--- src/rtl/mmc3_mapper.sv ---
// mmc3_mapper
// MMC3-class cartridge mapper: 8 KiB PRG banking, 1 KiB CHR banking,
// selectable nametable mirroring, PRG-RAM enable/write-protect and a
// scanline IRQ counter clocked by filtered PPU A12 rising edges.
//
// All state changes on the falling edge of m2 (CPU phi2). Reset is
// synchronous, active-high, sampled on that same edge.
//
// Ports:
//   m2          CPU phi2; state updates on its falling edge
//   reset       synchronous active-high reset
//   cpu_addr    CPU address bus
//   cpu_data_in CPU write data
//   cpu_rw      1 = CPU read, 0 = CPU write
//   ppu_addr    PPU address bus
//   ppu_rd      PPU read strobe, active-low
//   ppu_wr      PPU write strobe, active-low
//   args        cartridge configuration; args[6] = CHR RAM present
//   prg_addr    PRG ROM address {bank, cpu_addr[12:0]}
//   prg_oe      PRG ROM output enable
//   ram_ce      PRG-RAM select ($6000-$7FFF while RAM enabled)
//   ram_we      PRG-RAM write enable
//   chr_addr    CHR address {bank, ppu_addr[9:0]}
//   chr_ce      CHR chip enable (pattern table half of PPU space)
//   chr_oe      CHR output enable
//   chr_we      CHR write enable (only with CHR RAM)
//   ciram_ce    CIRAM chip enable
//   ciram_a10   CIRAM A10 (mirroring)
//   irq         level IRQ, active-high

module mmc3_mapper #(
    parameter int ADDR_BITS     = 23,
    parameter int PRG_BANK_BITS = 6,
    parameter int CHR_BANK_BITS = 8,
    parameter int A12_FILTER    = 3,
    parameter int IRQ_OLD       = 0
) (
    input  logic                 m2,
    input  logic                 reset,
    input  logic [15:0]          cpu_addr,
    input  logic [7:0]           cpu_data_in,
    input  logic                 cpu_rw,
    input  logic [13:0]          ppu_addr,
    input  logic                 ppu_rd,
    input  logic                 ppu_wr,
    input  logic [7:0]           args,
    output logic [ADDR_BITS-1:0] prg_addr,
    output logic                 prg_oe,
    output logic                 ram_ce,
    output logic                 ram_we,
    output logic [ADDR_BITS-1:0] chr_addr,
    output logic                 chr_ce,
    output logic                 chr_oe,
    output logic                 chr_we,
    output logic                 ciram_ce,
    output logic                 ciram_a10,
    output logic                 irq
);

    localparam logic [2:0] FILT = 3'(A12_FILTER);
    localparam logic [PRG_BANK_BITS-1:0] PRG_LAST        = '1;
    localparam logic [PRG_BANK_BITS-1:0] PRG_SECOND_LAST = {{(PRG_BANK_BITS-1){1'b1}}, 1'b0};

    // Register-file index: {cpu_addr[14:13], cpu_addr[0]}
    localparam logic [2:0] IDX_BANK_SEL  = 3'd0;  // $8000
    localparam logic [2:0] IDX_BANK_DATA = 3'd1;  // $8001
    localparam logic [2:0] IDX_MIRROR    = 3'd2;  // $A000
    localparam logic [2:0] IDX_RAM_PROT  = 3'd3;  // $A001
    localparam logic [2:0] IDX_IRQ_LATCH = 3'd4;  // $C000
    localparam logic [2:0] IDX_IRQ_RELOAD= 3'd5;  // $C001
    localparam logic [2:0] IDX_IRQ_OFF   = 3'd6;  // $E000
    localparam logic [2:0] IDX_IRQ_ON    = 3'd7;  // $E001

    // Bank control state
    logic [2:0]               sel;
    logic                     prg_mode;
    logic                     chr_inv;
    logic                     mirror;
    logic                     ram_en;
    logic                     ram_wp;
    logic [CHR_BANK_BITS-1:0] chr_bank [6];
    logic [PRG_BANK_BITS-1:0] prg_bank6;
    logic [PRG_BANK_BITS-1:0] prg_bank7;

    // IRQ state
    logic [7:0] irq_latch;
    logic [7:0] irq_counter;
    logic       irq_reload;
    logic       irq_en;
    logic       irq_pending;
    logic [2:0] lowcnt;

    // Write decode and IRQ next-state
    logic       reg_wr;
    logic [2:0] reg_idx;
    logic       a12_rise;
    logic       irq_reg_wr;
    logic       clk_evt;
    logic       irq_en_nxt;
    logic [7:0] cnt_upd;
    logic       fire;

    always_comb begin
        reg_wr     = cpu_addr[15] & ~cpu_rw;
        reg_idx    = {cpu_addr[14:13], cpu_addr[0]};
        a12_rise   = ppu_addr[12] && (lowcnt == FILT);
        // A $C000/$C001 write owns the counter on this edge; the A12 clock is lost.
        irq_reg_wr = reg_wr && (cpu_addr[14:13] == 2'b10);
        clk_evt    = a12_rise && !irq_reg_wr;

        irq_en_nxt = irq_en;
        if (reg_wr && reg_idx == IDX_IRQ_OFF) irq_en_nxt = 1'b0;
        if (reg_wr && reg_idx == IDX_IRQ_ON)  irq_en_nxt = 1'b1;

        if (irq_counter == 8'd0 || irq_reload) cnt_upd = irq_latch;
        else                                   cnt_upd = irq_counter - 8'd1;

        // Firing uses the enable as written on this same edge.
        fire = clk_evt && (cnt_upd == 8'd0) && irq_en_nxt &&
               ((IRQ_OLD == 0) || (irq_counter != 8'd0) || irq_reload);
    end

    always_ff @(negedge m2) begin
        if (reset) begin
            sel         <= '0;
            prg_mode    <= 1'b0;
            chr_inv     <= 1'b0;
            mirror      <= 1'b0;
            ram_en      <= 1'b0;
            ram_wp      <= 1'b0;
            for (int i = 0; i < 6; i++) chr_bank[i] <= '0;
            prg_bank6   <= '0;
            prg_bank7   <= '0;
            irq_latch   <= '0;
            irq_counter <= '0;
            irq_reload  <= 1'b0;
            irq_en      <= 1'b0;
            irq_pending <= 1'b0;
            lowcnt      <= '0;
        end else begin
            // A12 low-time filter
            if (!ppu_addr[12]) begin
                if (lowcnt != FILT) lowcnt <= lowcnt + 3'd1;
            end else begin
                lowcnt <= '0;
            end

            if (clk_evt) begin
                irq_counter <= cnt_upd;
                irq_reload  <= 1'b0;
            end

            irq_en <= irq_en_nxt;

            if (reg_wr && reg_idx == IDX_IRQ_OFF) irq_pending <= 1'b0;
            else if (fire)                        irq_pending <= 1'b1;

            if (reg_wr) begin
                case (reg_idx)
                    IDX_BANK_SEL: begin
                        sel      <= cpu_data_in[2:0];
                        prg_mode <= cpu_data_in[6];
                        chr_inv  <= cpu_data_in[7];
                    end
                    IDX_BANK_DATA: begin
                        case (sel)
                            3'd6:    prg_bank6 <= PRG_BANK_BITS'(cpu_data_in);
                            3'd7:    prg_bank7 <= PRG_BANK_BITS'(cpu_data_in);
                            default: chr_bank[sel] <= CHR_BANK_BITS'(cpu_data_in);
                        endcase
                    end
                    IDX_MIRROR:    mirror <= cpu_data_in[0];
                    IDX_RAM_PROT: begin
                        ram_en <= cpu_data_in[7];
                        ram_wp <= cpu_data_in[6];
                    end
                    IDX_IRQ_LATCH: irq_latch <= cpu_data_in;
                    IDX_IRQ_RELOAD: begin
                        irq_counter <= '0;
                        irq_reload  <= 1'b1;
                    end
                    default: ;  // $E000/$E001 handled through irq_en_nxt
                endcase
            end
        end
    end

    // PRG mapping
    logic [PRG_BANK_BITS-1:0] prg_bank;

    always_comb begin
        prg_bank = PRG_LAST;
        case (cpu_addr[14:13])
            2'd0:    prg_bank = prg_mode ? PRG_SECOND_LAST : prg_bank6;
            2'd1:    prg_bank = prg_bank7;
            2'd2:    prg_bank = prg_mode ? prg_bank6 : PRG_SECOND_LAST;
            default: prg_bank = PRG_LAST;
        endcase
    end

    assign prg_addr = ADDR_BITS'({prg_bank, cpu_addr[12:0]});
    assign prg_oe   = cpu_rw & cpu_addr[15];
    assign ram_ce   = (cpu_addr[15:13] == 3'b011) & ram_en;
    assign ram_we   = ram_ce & ~cpu_rw & ~ram_wp;

    // CHR mapping: chr_inv swaps the 2 KiB pair half with the 1 KiB half.
    logic [2:0]               chr_k;
    logic [CHR_BANK_BITS-1:0] chr_bank_cur;

    always_comb begin
        chr_k = ppu_addr[12:10] ^ {chr_inv, 2'b00};
        case (chr_k)
            3'd0, 3'd1: chr_bank_cur = {chr_bank[0][CHR_BANK_BITS-1:1], ppu_addr[10]};
            3'd2, 3'd3: chr_bank_cur = {chr_bank[1][CHR_BANK_BITS-1:1], ppu_addr[10]};
            3'd4:       chr_bank_cur = chr_bank[2];
            3'd5:       chr_bank_cur = chr_bank[3];
            3'd6:       chr_bank_cur = chr_bank[4];
            default:    chr_bank_cur = chr_bank[5];
        endcase
    end

    assign chr_addr  = ADDR_BITS'({chr_bank_cur, ppu_addr[9:0]});
    assign chr_ce    = ~ppu_addr[13];
    assign ciram_ce  = ~ppu_addr[13];
    assign chr_oe    = ~ppu_rd;
    assign chr_we    = args[6] & ~ppu_wr;
    assign ciram_a10 = mirror ? ppu_addr[11] : ppu_addr[10];

    assign irq = irq_pending;

    // Remaining config bits are reserved for other board variants.
    logic unused_args;
    assign unused_args = ^{args[7], args[5:0]};

endmodule

--- config.mk ---
export PLATFORM = sky130hd
export DESIGN_NAME = mmc3_mapper
export DESIGN_NICKNAME = d
export VERILOG_FILES = /design/src/rtl/mmc3_mapper.sv
export SDC_FILE = /design/constraint.sdc
export NUM_CORES = 1
export LEC_CHECK = 0
export CORE_ASPECT_RATIO = 1.5
export CORE_MARGIN = 2
export CORE_UTILIZATION = 51
export CTS_CLUSTER_DIAMETER = 80
export CTS_CLUSTER_SIZE = 16
export DETAILED_ROUTE_END_ITERATION = 7
export GPL_TIMING_DRIVEN = 0
export PLACE_DENSITY = 0.81
export SYNTH_ARGS = -nofsm -noshare
export SYNTH_HDL_FRONTEND = slang
export SYNTH_SLANG_ARGS = --single-unit
--- constraint.sdc ---
create_clock -name m2 -period 1.95 [get_ports m2]
set_input_delay 0.195 -clock m2 [delete_from_list [all_inputs] [get_ports m2]]
set_output_delay 0.195 -clock m2 [all_outputs]
set_load 0.005 [all_outputs]
After elaboration in Yosys (flattened, before gate mapping)
Memories as Yosys holds them, arrays and structs flattened.
Cells that the tools add are included.

storage, ports and cells
  register bits = 42
  bits of input ports = 51
  bits in writable memories = 48
  logic and storage cells = 99
  output and inout port bits = 55
  memories kept = 1

operators by class
  reductions and logical operators = 26
  equal/unequal tests = 20
  add/sub/neg operators = 2
  bitwise logic cells = 12
  multiplexer cells = 24

memories
  name      words  width  rd ports  clocked after Yosys merged registers in  wr ports  RTL line  RTL
  chr_bank  6      8      6         0                                        6         81        logic [CHR_BANK_BITS-1:0] chr_bank [6];

operator list
  kind                                                                    number
  8-bit 2-to-1 mux                                                        5
  8-bit case mux with 5 select lines                                      1
  3-bit equality test (second input constant)                             9
  3-bit by 2-bit equality test with 1-bit output (second input constant)  6
  6-bit case mux with 3 select lines                                      1
  8-bit zero test                                                         2
  1-bit 2-to-1 mux                                                        14
  6-bit 2-to-1 mux                                                        2
  2-bit OR reduction                                                      5
  2-bit AND reduction                                                     4
  8-bit OR reduction                                                      1
  8-bit by 1-bit subtractor with 8-bit output (second input constant)     1
  1-bit logical AND                                                       7
  1-bit bitwise AND                                                       6
  3-bit by 1-bit equality test with 1-bit output (second input constant)  2
  3-bit zero test                                                         2
  3-bit AND reduction                                                     2
  1-bit inverter                                                          5
  3-bit by 1-bit adder with 3-bit output (second input constant)          1
  3-bit 2-to-1 mux                                                        1
  3-bit by 2-bit != test with 1-bit output (second input constant)        1
  3-bit bitwise XOR                                                       1
  2-bit by 1-bit equality test with 1-bit output (second input constant)  1
  2-bit equality test (second input constant)                             1
  other kinds (3)                                                         3

Longest topological paths before layout
Gate-level depths: netlist of run 1.

  word-level depth = 9
  mapped depth = 8
  gate-level depth less buffers = 7

==> flow_metrics.env, run 1 <==
export IMPL_status="finished with violations"
export IMPL_violations="setup timing"
export IMPL_die_area_um2=9810
export IMPL_yosys_register_bits=88
export IMPL_root_buffer="clkbuf_16"
export IMPL_nets=776
export IMPL_crit_path_start="chr_inv$_SDFFE_NP0P_"
export IMPL_p_leak_uw=0.00324
export IMPL_critical_path_max_fanout=7
export IMPL_layout_common_cells="98 x inv_1, 54 x buf_4, 46 x edfxtp_1, 40 x clkdlybuf4s50_1, 36 x dfxtp_1"
export IMPL_cp_start_kind="register"
export IMPL_worstReg2RegEnd="chr_bank[5][2]$_DFFE_NP_"
export IMPL_cp_arrival_ps=2810
export IMPL_pin_count=106
export IMPL_cts_path_max_buffers=2
export IMPL_slew_violations=0
export IMPL_ir_worst_vdd_v=0.000865
export IMPL_htreeDepth=3
export IMPL_numCtsBuffers=9
export IMPL_hold_path_class="reg -> reg"
export IMPL_relSlewSlack_pct=43.1
export IMPL_skew_ps=53.3
export IMPL_r2r_slack_ps=-390
export IMPL_layout_commonest_cell="inv_1"
export IMPL_syn_inst=493
export IMPL_drv_cap=0
export IMPL_cp_end_kind="output pin"
export IMPL_avgSynthCellArea_um2=9.33
export IMPL_p_switching_uw=1910
export IMPL_syn_area_um2=4600
export IMPL_gp_congestion=0.908
export IMPL_cts_tree="yes"
export IMPL_worstSkewPairLatency_ps=460
export IMPL_cts_hold_buf=0
export IMPL_area_delta_synth_final_pct=67.1
export IMPL_fin_setup_tns_ps=-59440
export IMPL_drt_drc_violations_left=0
export IMPL_cp_slowest_cell="dfxtp_4"
export IMPL_grt_max_degree=15
export IMPL_grt_antenna_before_repair=0
export IMPL_drive_gt1_share_pct=43.1
export IMPL_initial_core_util_pct=52.4
export IMPL_placed_cells=674
export IMPL_synth_ff_type="edfxtp_1"
export IMPL_cts_sinks=88
export IMPL_seq_area_frac_synth_pct=48.3
export IMPL_core_um2=8780
export IMPL_portBuffers=63
export IMPL_tightest_slew_ps=853
export IMPL_die_w_um=81.6
export IMPL_ys_types=61
export IMPL_p_int_uw=3400
export IMPL_die_y_um=120
export IMPL_clkTransAtPathRegs_ps=40
export IMPL_rsz0062_at_grt="true"
export IMPL_wl_per_cell_um=24.3
export IMPL_worst_setup_path_type="reg -> out"
export IMPL_p_seq_share_pct=37.8
export IMPL_antenna_cells=0
export IMPL_routed_via_density=6.22
export IMPL_drt_initial_drc_count=541
export IMPL_crit_required_ps=1750
export IMPL_setup_ws_ps=-1060
export IMPL_overflow=0
export IMPL_synth_edf_count=46
export IMPL_rr_startpoint="sel[0]$_SDFFE_NP0P_"
export IMPL_track_usage_pct=31.2
export IMPL_postRouteAntennaNets=0
export IMPL_power_density_nw_per_um2=691
export IMPL_crit_chain="buf_12 > xnor2_4 > buf_6 > and2_4 > o21ai_2 > a21oi_2 > buf_2"
export IMPL_reg2reg_depth=3
export IMPL_p_sw_share_pct=36.0
export IMPL_synthArstFlopShare_pct=0
export IMPL_p_comb_share_pct=12.4
export IMPL_pwr_share_clk_pct=49.8
export IMPL_rows=42
export IMPL_yosysWarnings=0
export IMPL_wl_mm=20.3
export IMPL_min_to="irq_latch[6]$_SDFFE_NP0P_"
export IMPL_first_pass_iters=5
export IMPL_fillCellCount=378
export IMPL_cpPeakStageDelay_ps=360
export IMPL_grt_pass1_wl_mm=22.7
export IMPL_grt_pass1_vias=4802
export IMPL_vias=5196
export IMPL_hold_depth=2
export IMPL_hold_violations=0
export IMPL_holdWs_ps=473
export IMPL_setup_viol=147
export IMPL_final_cells=836
export IMPL_dpl_hpwl_mm=8.29
export IMPL_hold_start="irq_latch[6]$_SDFFE_NP0P_"
synthesized netlist by cell type (3+ instances only):
cell      count  area share (%)
a21oi_1      34             3.7
or2_2         3            0.41
nand2b_1      9             1.2
a211oi_1      6            0.98
ha_1          4             1.1
nand3_1      15             1.6
and2_1       16             2.2
nor3_1       11             1.2
edfxtp_1     46              30
o211ai_1      3            0.49
o22a_1        5            0.95
nor2_1       73             6.0
inv_1        18             1.5
nand2_1      44             3.6
clkbuf_1     18             1.5
buf_2         3            0.33
dfxtp_1      42              18
nor2b_1       9             1.2
a22oi_1       7             1.1
mux2i_1      22             4.8
nand4b_1      3            0.57
buf_4        33             5.4
o21ai_0      23             2.5
through the flow:
| stage | utilization, % | power [uW] | worst slack [ps] | cell area (um^2) |
|---|---|---|---|---|
| finish | 87.6 | 5320 | -1060 | 7690 |
| global route | 87.6 | 5480 | -1110 | 7690 |
| CTS | 77.9 | 4880 | -955 | 6840 |
| detailed placement | 62.6 | 2780 | -1540 | 5500 |
| global placement | 62.6 | 2770 | -1530 | 5500 |
| floorplan | - | 2550 | -734 | 4730 |
critical path, delay by kind of cell (launching register included):
family | cells | cell delay [ps]
buffers and inverters | 3 | 440
DFF | 1 | 360
AOI/OAI and AO/OA | 2 | 270
xor gates and xnor gates | 1 | 200
and+or+nand+nor | 1 | 150
power by group through the flow:
stage	logic (uW)	clock network, uW	registers (uW)
floorplan	252	274	2030
global placement	463	274	2030
detailed placement	472	274	2030
CTS	532	2340	2010
global route	684	2780	2010
finish	659	2640	2010
sequential cells by signal (all words and copies together), names as in the netlist:
| signal | cells |
|---|---|
| chr_bank | 46 |
| mirror | 1 |
| prg_mode | 1 |
| irq_en | 1 |
| ram_en | 1 |
| irq | 1 |
| irq_latch | 8 |
| sel | 3 |
| lowcnt | 3 |
| prg_bank6 | 6 |
| ram_wp | 1 |
| irq_reload | 1 |
| prg_bank7 | 6 |
| irq_counter | 8 |
| chr_inv | 1 |
cell type report:
class | instances | area (um^2) | area share, %
Buffer | 53 | 383 | 4.98
Inverter | 17 | 63.8 | 0.830
Tap cell | 110 | 138 | 1.79
Timing Repair Buffer | 125 | 1290 | 16.8
Clock buffer | 9 | 225 | 2.93
Multi-Input combinational cell | 339 | 2970 | 38.7
Sequential cell | 88 | 2240 | 29.1
Clock inverter | 95 | 377 | 4.90
cell families after synthesis:
kind of cell	Yosys count	synth area share, %
xor gates and xnor gates	3	0.734
muxes	24	5.27
and+or+nand+nor	207	23.3
AOI/OAI and AO/OA	92	12.3
DFF	88	48.3
other	1	0.0815
adders and majority gates	4	1.09
buffers and inverters	74	8.97
worst max path at each step:
stage	endpoint	slack [ps]
global placement	chr_bank[4][3]$_SDFFCE_NN0P_	-1530
finish	chr_addr[14]	-1060
floorplan	chr_bank[4][0]$_SDFFCE_NN0P_	-730
global route	chr_addr[17]	-1110
detailed placement	chr_bank[4][2]$_SDFFCE_NN0P_	-1540
CTS	chr_addr[14]	-950
layer usage:
| metal | global-route usage [%] | part of all wire (%) |
|---|---|---|
| met1 | 30.4 | 30 |
| met2 | 55.5 | 53 |
| met3 | 8.73 | 8.8 |
| met4 | 20.2 | 8.3 |
| met5 | 0 | 0 |
what timing repair did:
item | in CTS | in global routing
setup buffers | 40 | 29
gates resized for setup | 226 | 169
pin swaps | 44 | 54
endpoints found under the setup margin | 149 | 144
cloned | 1 | 1
No activity file was read; power rests on OpenSTA's default activity.
==> run 2: changes to the inputs <==
HOLD_SLACK_MARGIN = 0.08   (was default)
==> results of run 2 <==
Final layout, timing and power as in run 1 (identical DEF).
==> RTL change: new RTL, settings of run 1 <==
The parameter `ADDR_BITS` goes from 23 to 19.
--- a/src/rtl/mmc3_mapper.sv
+++ b/src/rtl/mmc3_mapper.sv
@@ -29,7 +29,7 @@
 //   irq         level IRQ, active-high
 
 module mmc3_mapper #(
-    parameter int ADDR_BITS     = 23,
+    parameter int ADDR_BITS     = 19,
     parameter int PRG_BANK_BITS = 6,
     parameter int CHR_BANK_BITS = 8,
     parameter int A12_FILTER    = 3,
Interface: changed (resized chr_addr and prg_addr); port bits go from 106 to 98. No check against the original RTL was run, so the function may have changed too.
==> RTL change against run 1 <==
- the flow still finishes with violations (negative setup slack)
- sequential share of layout area up 1.1 points
- synthesized area decreased by 1.3%
- setup slack lost 0.32 ns
- routed wire length up 1.6%
- power up 0.87%
- design area decreased by 3.9%
- via count fell by 2.5%
- sequential cell count unchanged
- critical endpoint is now chr_addr[12]
- largest cell class unchanged
- largest power group unchanged
==> RTL change: results (changes against run 1) <==
| Metric | Value |
|---|---|
| Largest cells by area after synthesis | edfxtp_1 30%, dfxtp_1 19%, nor2_1 6.0% (was edfxtp_1 30%, dfxtp_1 18%, nor2_1 6.0%) |
| Pre-CTS setup slack | -1.58 ns (was -1.54 ns) |
| RD Place Congestion | 0.875 (was 0.908) |
| Root Driver | clkbuf_16 (unchanged) |
| Global-route wire length before repair | 24200 um (was 22700 um) |
| CTS Buf Count | 9 (unchanged) |
| Worst hold endpoint | irq$_SDFFE_NP0P_ (was irq_latch[6]$_SDFFE_NP0P_) |
| Net Sw Power | 0.00197 W (was 0.00191 W) |
| Post-detail-place hpwl | 8260 um (was 8290 um) |
| Inst Count DP | 658 (was 674) |
| Largest net degree at the start of global routing | 15 (unchanged) |
| Post-Syn Instances | 485 (was 493) |
| Seq/Total Area, Yosys | 0.489 (was 0.483) |
| Hold path depth | 1 (was 2) |
| Hold wc startpoint | irq$_SDFFE_NP0P_ (was irq_latch[6]$_SDFFE_NP0P_) |
| Vias in the first global route | 4946 (was 4802) |
| Reg-to-Reg End | irq$_SDFFE_NP0P_ (was chr_bank[5][2]$_DFFE_NP_) |
| Critical path arrival | 3.13 ns (was 2.81 ns) |
| H-tree depth | 3 (unchanged) |
| Bufs on Longest Clock Path | 2 (unchanged) |
| Max VDD drop | 774 uV (was 865 uV) |
| Routed via count | 5068 (was 5196) |
| Final setup fails | 144 (was 147) |
| Syn nets | 540 |
| Clk Latency, worst-skew pair | 0.46 ns (about the same) |
| Status | finished, violations left (unchanged) |
| Nets | 757 (was 776) |
| Leakage | 3.15 nW (was 3.24 nW) |
| Setup tns final | -47.80 ns (was -59.44 ns) |
| Reg2reg setup slack | -0.16 ns (was -0.39 ns) |
| Failing checks | negative setup slack (unchanged) |
| Reg2reg path depth | 5 (was 3) |
| Worst slew pin tran | 0.833 ns (was 0.853 ns) |
| First DRT Iteration DRCs | 540 (was 541) |
| FF-to-FF Start | irq_counter[5]$_SDFF_NP0_ (was sel[0]$_SDFFE_NP0P_) |
| Via/cell ratio | 6.20 (was 6.22) |
| # fillers | 413 (was 378) |
| CP max FO | 1 (was 7) |
| Total GRT Usage | 0.335 (was 0.312) |
| Final worst slack | -1.38 ns (was -1.06 ns) |
| Reg clk slew, reported paths | 0.10 ns (was 0.04 ns) |
| Clk_skew | 0.0501 ns (was 0.0533 ns) |
| Layout cells sized above 1 | 0.405 (was 0.431) |
| Async SR Flop Fraction | 0 (unchanged) |
| WL per Instance | 25.3 um (was 24.3 um) |
[RTL change: cell types whose count changed after synthesis]
cell   delta
buf_4     -8
[RTL change: layout make-up]
| class | instances | area, um^2 | area share |
|---|---|---|---|
| clock inverter | 95 | 375 | 0.0508 |
| inverter | 17 | 63.8 | 0.00863 |
| clock buffer | 9 | 225 | 0.0305 |
| tap | 110 | 138 | 0.0186 |
| multi-input combinational | 331 | 2860 | 0.387 |
| sequential | 88 | 2230 | 0.302 |
| timing repair buffer | 120 | 1150 | 0.155 |
| buffer | 47 | 347 | 0.0469 |
[RTL change: repair_timing]
action                                  4_1_cts  5_1_grt
setup buffers                                38       23
endpoints found under the setup margin      149      147
pin swaps                                    51       58
gates resized for setup                     230      139
cloned                                        2        0
[RTL change: worst max path at each step]
stage / from / endpoint / slack (ns) / depth (start not counted)
detailed placement: cpu_addr[0] / chr_bank[4][4]$_SDFFCE_NN0P_ / -1.58 / 6
global route: chr_bank[3][2]$_SDFFCE_NN0P_ / chr_addr[12] / -1.34 / 5
global placement: cpu_addr[0] / chr_bank[4][4]$_SDFFCE_NN0P_ / -1.54 / 6
floorplan: cpu_addr[13] / chr_bank[4][0]$_SDFFCE_NN0P_ / -0.73 / 6
finish: chr_bank[3][2]$_SDFFCE_NN0P_ / chr_addr[12] / -1.38 / 5
CTS: chr_inv$_SDFFE_NP0P_ / chr_addr[13] / -0.94 / 7
[RTL change: logic make-up after synthesis]
logic type	share of synthesized area
AO/OA/AOI/OAI	0.124
multiplexers	0.0534
other	0.000826
AND/OR/NAND/NOR	0.236
adder cells (fa/ha/maj)	0.0110
XOR/XNOR	0.00744
flip-flops	0.489
buffers and inverters	0.0777
[RTL change: per-stage QoR]
| step | hold WS [ns] | area (um^2) | utilization |
|---|---|---|---|
| after floorplan | 0.417 | 4640 | - |
| after global placement | 0.451 | 5410 | 0.620 |
| after detailed placement | 0.466 | 5410 | 0.620 |
| after CTS | 0.458 | 6730 | 0.772 |
| after global routing | 0.452 | 7390 | 0.847 |
| final | 0.443 | 7390 | 0.847 |
[RTL change: power by group through the flow]
stage,clock network (W),logic (W),registers [W]
6_report,0.00271,0.000642,0.00201
5_1_grt,0.00283,0.000665,0.00201
4_1_cts,0.00233,0.000526,0.00201
3_5_place_dp,0.000274,0.000460,0.00203
3_3_place_gp,0.000274,0.000450,0.00203
2_1_floorplan,0.000274,0.000237,0.00203
[RTL change: layer usage]
metal	vias to the layer above	global-route usage	wire, um
li1	2107	-	-
met2	408	0.595	10700
met3	159	0.0992	1900
met4	0	0.228	1880
met5	-	0	0
met1	2394	0.319	6190
[RTL change: worst max-delay path: stages (launching register included)]
cell,delay [ns]
edfxtp_1,0.40
mux2i_1,0.12
o21ai_0,0.68
a22oi_2,0.15
a21oi_2,0.22
buf_2,0.13
